==> config.mk <==
export PLATFORM = sky130hd
export DESIGN_NAME = ibutterfly2_dif
export DESIGN_NICKNAME = d
export VERILOG_FILES = /design/src/rtl/ibutterfly2_dif.sv
export SDC_FILE = /design/constraint.sdc
export NUM_CORES = 2
export LEC_CHECK = 0
export CAP_MARGIN = 25
export CORE_MARGIN = 5
export CORE_UTILIZATION = 40
export CTS_CLUSTER_SIZE = 24
export DETAILED_ROUTE_END_ITERATION = 8
export PLACE_DENSITY = 0.6
export SYNTH_ARGS = -nofsm -noshare
export SYNTH_HDL_FRONTEND = slang
export SYNTH_SLANG_ARGS = --single-unit
==> constraint.sdc <==
create_clock -name i_clk -period 20.5 [get_ports i_clk]
set_input_delay 5.125 -clock i_clk [delete_from_list [all_inputs] [get_ports i_clk]]
set_output_delay 5.125 -clock i_clk [all_outputs]
set_load 0.03 [all_outputs]
==> src/rtl/ibutterfly2_dif.sv <==
// Radix-2 DIF inverse butterfly: out0=(a+b)/2, out1=((a-b)*conj(W))/2.
// One shared real multiplier, sequenced over four states; valid/ready both sides.
//
// Ports:
//   i_clk, i_rst (async, active-low)
//   i_valid / o_in_ready           input handshake (pair a,b and twiddle W)
//   i_in0_re/im, i_in1_re/im       operands a, b   (N-bit two's complement)
//   i_twiddle_re/im                twiddle W, conjugated internally (Q frac bits)
//   o_valid / i_ready              output handshake
//   o_out0_re/im, o_out1_re/im     results, held stable while o_valid=1
//   o_busy                         FSM not idle
module ibutterfly2_dif #(
    parameter int N = 16,
    parameter int Q = 8
) (
    input  logic         i_clk,
    input  logic         i_rst,
    input  logic         i_valid,
    output logic         o_in_ready,
    input  logic [N-1:0] i_in0_re,
    input  logic [N-1:0] i_in0_im,
    input  logic [N-1:0] i_in1_re,
    input  logic [N-1:0] i_in1_im,
    input  logic [N-1:0] i_twiddle_re,
    input  logic [N-1:0] i_twiddle_im,
    output logic         o_valid,
    input  logic         i_ready,
    output logic [N-1:0] o_out0_re,
    output logic [N-1:0] o_out0_im,
    output logic [N-1:0] o_out1_re,
    output logic [N-1:0] o_out1_im,
    output logic         o_busy
);

    localparam int PW = 2*N + 1;
    localparam int AW = 2*N + 2;

    localparam logic signed [AW-1:0] SAT_MAX = AW'(2**(N-1) - 1);
    localparam logic signed [AW-1:0] SAT_MIN = AW'(-(2**(N-1)));

    typedef enum logic [2:0] {
        IDLE,
        M0,
        M1,
        M2,
        M3,
        OUT
    } state_t;

    state_t state_q;
    state_t state_d;

    // Latched operands: sum and difference are formed at accept time,
    // so later input changes cannot disturb the operation in flight.
    logic signed [N:0]    s_re;
    logic signed [N:0]    s_im;
    logic signed [N:0]    d_re;
    logic signed [N:0]    d_im;
    logic signed [N-1:0]  w_re;
    logic signed [N-1:0]  w_im;

    logic signed [AW-1:0] acc_re;
    logic signed [AW-1:0] acc_im;

    logic signed [N:0]    mul_a;
    logic signed [N-1:0]  mul_b;
    logic signed [PW-1:0] prod;
    logic signed [AW-1:0] prod_x;
    logic signed [AW-1:0] acc_im_fin;

    // Scale by 2^-(Q+1): Q undoes the twiddle format, the extra 1 is the
    // per-stage halving. Clamp rather than wrap.
    function automatic logic [N-1:0] sat_scale(
        input logic signed [AW-1:0] v
    );
        logic signed [AW-1:0] sh;
        sh = v >>> (Q + 1);
        if (sh > SAT_MAX) begin
            sat_scale = SAT_MAX[N-1:0];
        end else if (sh < SAT_MIN) begin
            sat_scale = SAT_MIN[N-1:0];
        end else begin
            sat_scale = sh[N-1:0];
        end
    endfunction

    assign o_in_ready = (state_q == IDLE);
    assign o_busy     = (state_q != IDLE);

    always_comb begin
        state_d = state_q;
        unique case (state_q)
            IDLE:    if (i_valid) state_d = M0;
            M0:      state_d = M1;
            M1:      state_d = M2;
            M2:      state_d = M3;
            M3:      state_d = OUT;
            OUT:     if (i_ready) state_d = IDLE;
            default: state_d = IDLE;
        endcase
    end

    // Operand select for the single multiplier.
    always_comb begin
        mul_a = d_re;
        mul_b = w_re;
        unique case (state_q)
            M1: begin
                mul_a = d_im;
                mul_b = w_im;
            end
            M2: begin
                mul_a = d_im;
                mul_b = w_re;
            end
            M3: begin
                mul_a = d_re;
                mul_b = w_im;
            end
            default: begin
                mul_a = d_re;
                mul_b = w_re;
            end
        endcase
    end

    assign prod       = PW'(mul_a) * PW'(mul_b);
    assign prod_x     = AW'(prod);
    assign acc_im_fin = acc_im - prod_x;

    always_ff @(posedge i_clk or negedge i_rst) begin
        if (!i_rst) begin
            state_q <= IDLE;
        end else begin
            state_q <= state_d;
        end
    end

    always_ff @(posedge i_clk or negedge i_rst) begin
        if (!i_rst) begin
            s_re      <= '0;
            s_im      <= '0;
            d_re      <= '0;
            d_im      <= '0;
            w_re      <= '0;
            w_im      <= '0;
            acc_re    <= '0;
            acc_im    <= '0;
            o_valid   <= 1'b0;
            o_out0_re <= '0;
            o_out0_im <= '0;
            o_out1_re <= '0;
            o_out1_im <= '0;
        end else begin
            unique case (state_q)
                IDLE: begin
                    if (i_valid) begin
                        s_re <= {i_in0_re[N-1], i_in0_re}
                              + {i_in1_re[N-1], i_in1_re};
                        s_im <= {i_in0_im[N-1], i_in0_im}
                              + {i_in1_im[N-1], i_in1_im};
                        d_re <= {i_in0_re[N-1], i_in0_re}
                              - {i_in1_re[N-1], i_in1_re};
                        d_im <= {i_in0_im[N-1], i_in0_im}
                              - {i_in1_im[N-1], i_in1_im};
                        w_re <= i_twiddle_re;
                        w_im <= i_twiddle_im;
                    end
                end
                M0: acc_re <= prod_x;
                M1: acc_re <= acc_re + prod_x;
                M2: acc_im <= prod_x;
                M3: begin
                    acc_im    <= acc_im_fin;
                    // S is N+1 bits, so dropping its LSB is an exact
                    // floor halving that always fits N bits.
                    o_out0_re <= s_re[N:1];
                    o_out0_im <= s_im[N:1];
                    o_out1_re <= sat_scale(acc_re);
                    o_out1_im <= sat_scale(acc_im_fin);
                    o_valid   <= 1'b1;
                end
                OUT: begin
                    if (i_ready) o_valid <= 1'b0;
                end
                default: o_valid <= 1'b0;
            endcase
        end
    end

endmodule

==> metrics <==
status complete, no violations; pin count of the biggest net entering global routing 118; share of layout cells above drive strength 1 approximately 5.4%; final WL between 70000 and 80000 um; final setup vio count 0; vias slightly above 20000; # DRC 0; Worst Setup End Kind flip-flop; crit-path max cell delay between 0.5 and 0.6 ns; most frequent cells in the layout nand2_1, inv_1, fa_1; crit-path leading delay family adder cells; Post-DRT Antenna Nets 0; FFs w/ async S/R, synth 100.0%; routability congestion estimate from global placement between 0.9 and 1; vias per cell approximately 5.2; Synthesis Warnings 0; largest cells by area after synthesis dfrtp_1, fa_1, ha_1; Clock Latency Late Sink 0.61 ns; hold_sp s_im[15]$_DFFE_PN0P_; CP bufs+invs 9; clk buf depth 3; R2R Path End o_out1_im[10]$_DFFE_PN0N_; Post-Syn Instances approximately 3000; CTS Buf Count 30; Top cell by count, worst path fa_1; fillers about 6300; CTS H-Tree Depth 1; number of port buffers about 170; R2R Setup Slk between 8 and 9 ns; clock transition at the registers of the reported paths around 0.060 ns; Tmin final 12.43 ns; Compound-Gate Fraction of Synth Area approximately 14%; Post-Synth XOR/XNOR Area under 10%; RR Startpoint state_q[1]$_DFFE_PN0P_; largest family of logic cells by synthesized area adder cells; Yosys cell types between 80 and 90; Post-synth EDFFs 0; area grow syn2layout 14.82%; FMAX between 80 and 90 MHz; Worst Reg-to-Reg Cells 43; leading area contributor after synthesis dfrtp_1; Final Cycle Share between 60% and 70%; Crit Path Class reg -> reg; Yosys reg bits between 200 and 250; hpwl dp about 57000 um; CTS tree done; RSZ-0062 raised after global routing false; Net Count, Synth around 3600; nets 3726; die width between 200 and 300 um; diodes inserted 0; hold endpoint o_out0_im[14]$_DFFE_PN0N_; 1st-pass router iterations 6; mux cell area share after synthesis under 10%; Final Instance Area roughly 30000 um2; Area after DPL between 20000 and 30000 um2; Worst Path Required roughly 21 ns; CP Data Arrival Time around 13 ns; vias in the first global route between 20000 and 25000; Slew Limit Fails 0; worst slew pin tran between 1 and 1.5 ns; Max-cap violations 0; post-CTS sizing 0; Post-Synthesis Cell Area 25870 um2; CORE AREA 64230 um2; remaining global-route overflow 0; Critical Path Fanout Max 37; commonest non-fill, non-tap cell in the layout nand2_1; crit start category flip-flop; clock skew roughly 0.058 ns; Clock Tree Root clkbuf_16; sequential area share after synthesis between 20% and 30%; initial DRC count around 1300; # Post-CTS Setup Buffers 0; Synth Flop Type dfrtp_1; io pins around 170; Tot GR Track Use 20.52%; first-pass GRT wire length ~120000 um; Worst slew margin 32.63%; DIE AREA about 70000 um2; hold bufs inserted after CTS 0; worst hold path cell count 2; area share of fa/ha/maj cells after synthesis 31.91%; die height roughly 260 um; total negative slack 0 ns; Worst Hold Class reg -> reg; mean area per synthesized cell between 8 and 9 um2; CTS Sinks 234; slowest cell on the critical path fa_1; area share of the largest cell type after synthesis 22.64%; initial core utilization between 40% and 50%; antenna violations before repair 0; row count between 90 and 100; final hold violation count 0; simple-gate area share of the yosys netlist roughly 15%; Wirelength per Cell about 18 um
## tightest hold or removal path, cell delays in order (launching register included)
cell	delay, ns
dfrtp_1	0.34
nand2_1	0.05
nand2_1	0.05
## cells in the mapped netlist (all sizes together) (3+ instances only)
cell type / count
a311oi: 3
clkbuf: 91
nor2: 273
o31a: 6
a2bb2oi: 3
and2: 13
a221oi: 15
a211oi: 19
o31ai: 29
maj3: 11
ha: 199
o22ai: 18
buf: 16
inv: 451
nor4: 3
a21oi: 162
or3: 10
a21boi: 6
nand3b: 3
o21ai: 128
mux2i: 40
nand2: 503
o211ai: 23
o21a: 25
and3: 25
o2111ai: 3
or2: 11
nor2b: 19
nor3: 28
xnor2: 82
o221ai: 5
a22oi: 17
o21bai: 29
a21o: 32
mux2: 36
a221o: 5
fa: 282
nand3: 27
nand4: 7
nand2b: 26
dfrtp: 234
nor3b: 3
xor2: 39
a31oi: 16
o311ai: 11
## per-stage QoR
| step | hold WS [ns] | worst slack (ns) | cells | utilization, % |
|---|---|---|---|---|
| floorplan | 0.4386 | 9.183 | 3009 | - |
| detailed placement | 0.4567 | 8.162 | 3965 | 44.42 |
| global route | 0.4981 | 7.303 | 4024 | 46.24 |
| global placement | 0.4488 | 8.434 | 3964 | 44.41 |
| CTS | 0.4682 | 8.048 | 4021 | 46.19 |
| finish | 0.4644 | 8.067 | 4024 | 46.24 |
## state kept, by name (all words and copies together), names as in the netlist, 16 cells and up
| signal | flops |
|---|---|
| o_out1_re | 16 |
| acc_im | 34 |
| w_im | 16 |
| s_im | 16 |
| acc_re | 34 |
| o_out0_im | 16 |
| s_re | 16 |
| o_out1_im | 16 |
| o_out0_re | 16 |
| d_im | 17 |
| d_re | 17 |
| w_re | 16 |
## worst max-delay path by stage
| stage | slack [ns] | startpoint | to | cells past startpoint |
|---|---|---|---|---|
| finish | 8.07 | state_q[1]$_DFFE_PN0P_ | o_out1_im[10]$_DFFE_PN0N_ | 43 |
| global route | 7.30 | state_q[1]$_DFFE_PN0P_ | o_out1_im[3]$_DFFE_PN0N_ | 43 |
| CTS | 8.05 | state_q[1]$_DFFE_PN0P_ | o_out1_im[10]$_DFFE_PN0N_ | 43 |
| detailed placement | 8.16 | state_q[1]$_DFFE_PN0P_ | o_out1_im[10]$_DFFE_PN0N_ | 43 |
| global placement | 8.43 | state_q[1]$_DFFE_PN0P_ | o_out1_im[7]$_DFFE_PN0N_ | 43 |
| floorplan | 9.18 | state_q[1]$_DFFE_PN0P_ | o_out1_im[14]$_DFFE_PN0N_ | 43 |
## kinds of logic (layout without fill, tap and decap cells)
logic type,count (synthesis),count (layout)
multiplexers,76,76
flip-flops,234,234
adder cells (fa/ha/maj),492,492
buffers and inverters,558,718
AO/OA/AOI/OAI,574,574
AND/OR/NAND/NOR,953,953
XOR/XNOR,122,122
## routing by layer
layer	wire, um	GRT usage [%]	vias to the layer above
met2	33920	35.03	543
met3	3986	2.943	110
met5	0	0	-
li1	-	-	10050
met4	2564	5.888	0
met1	31340	27.35	10100
## layout make-up
cell class	count	area (um2)	share of cell area, %
multi-input cells	2217	17930	60.37
flip-flops and latches	234	5856	19.72
repair buffers	211	2016	6.787
inverters	451	1693	5.700
well taps	855	1070	3.602
clock buffers	39	854.6	2.877
clock inverters	17	280.3	0.9437
Power is left out: the tool's default activity adds up to more than one toggle a clock period on the data nets, which glitch-free logic cannot reach.
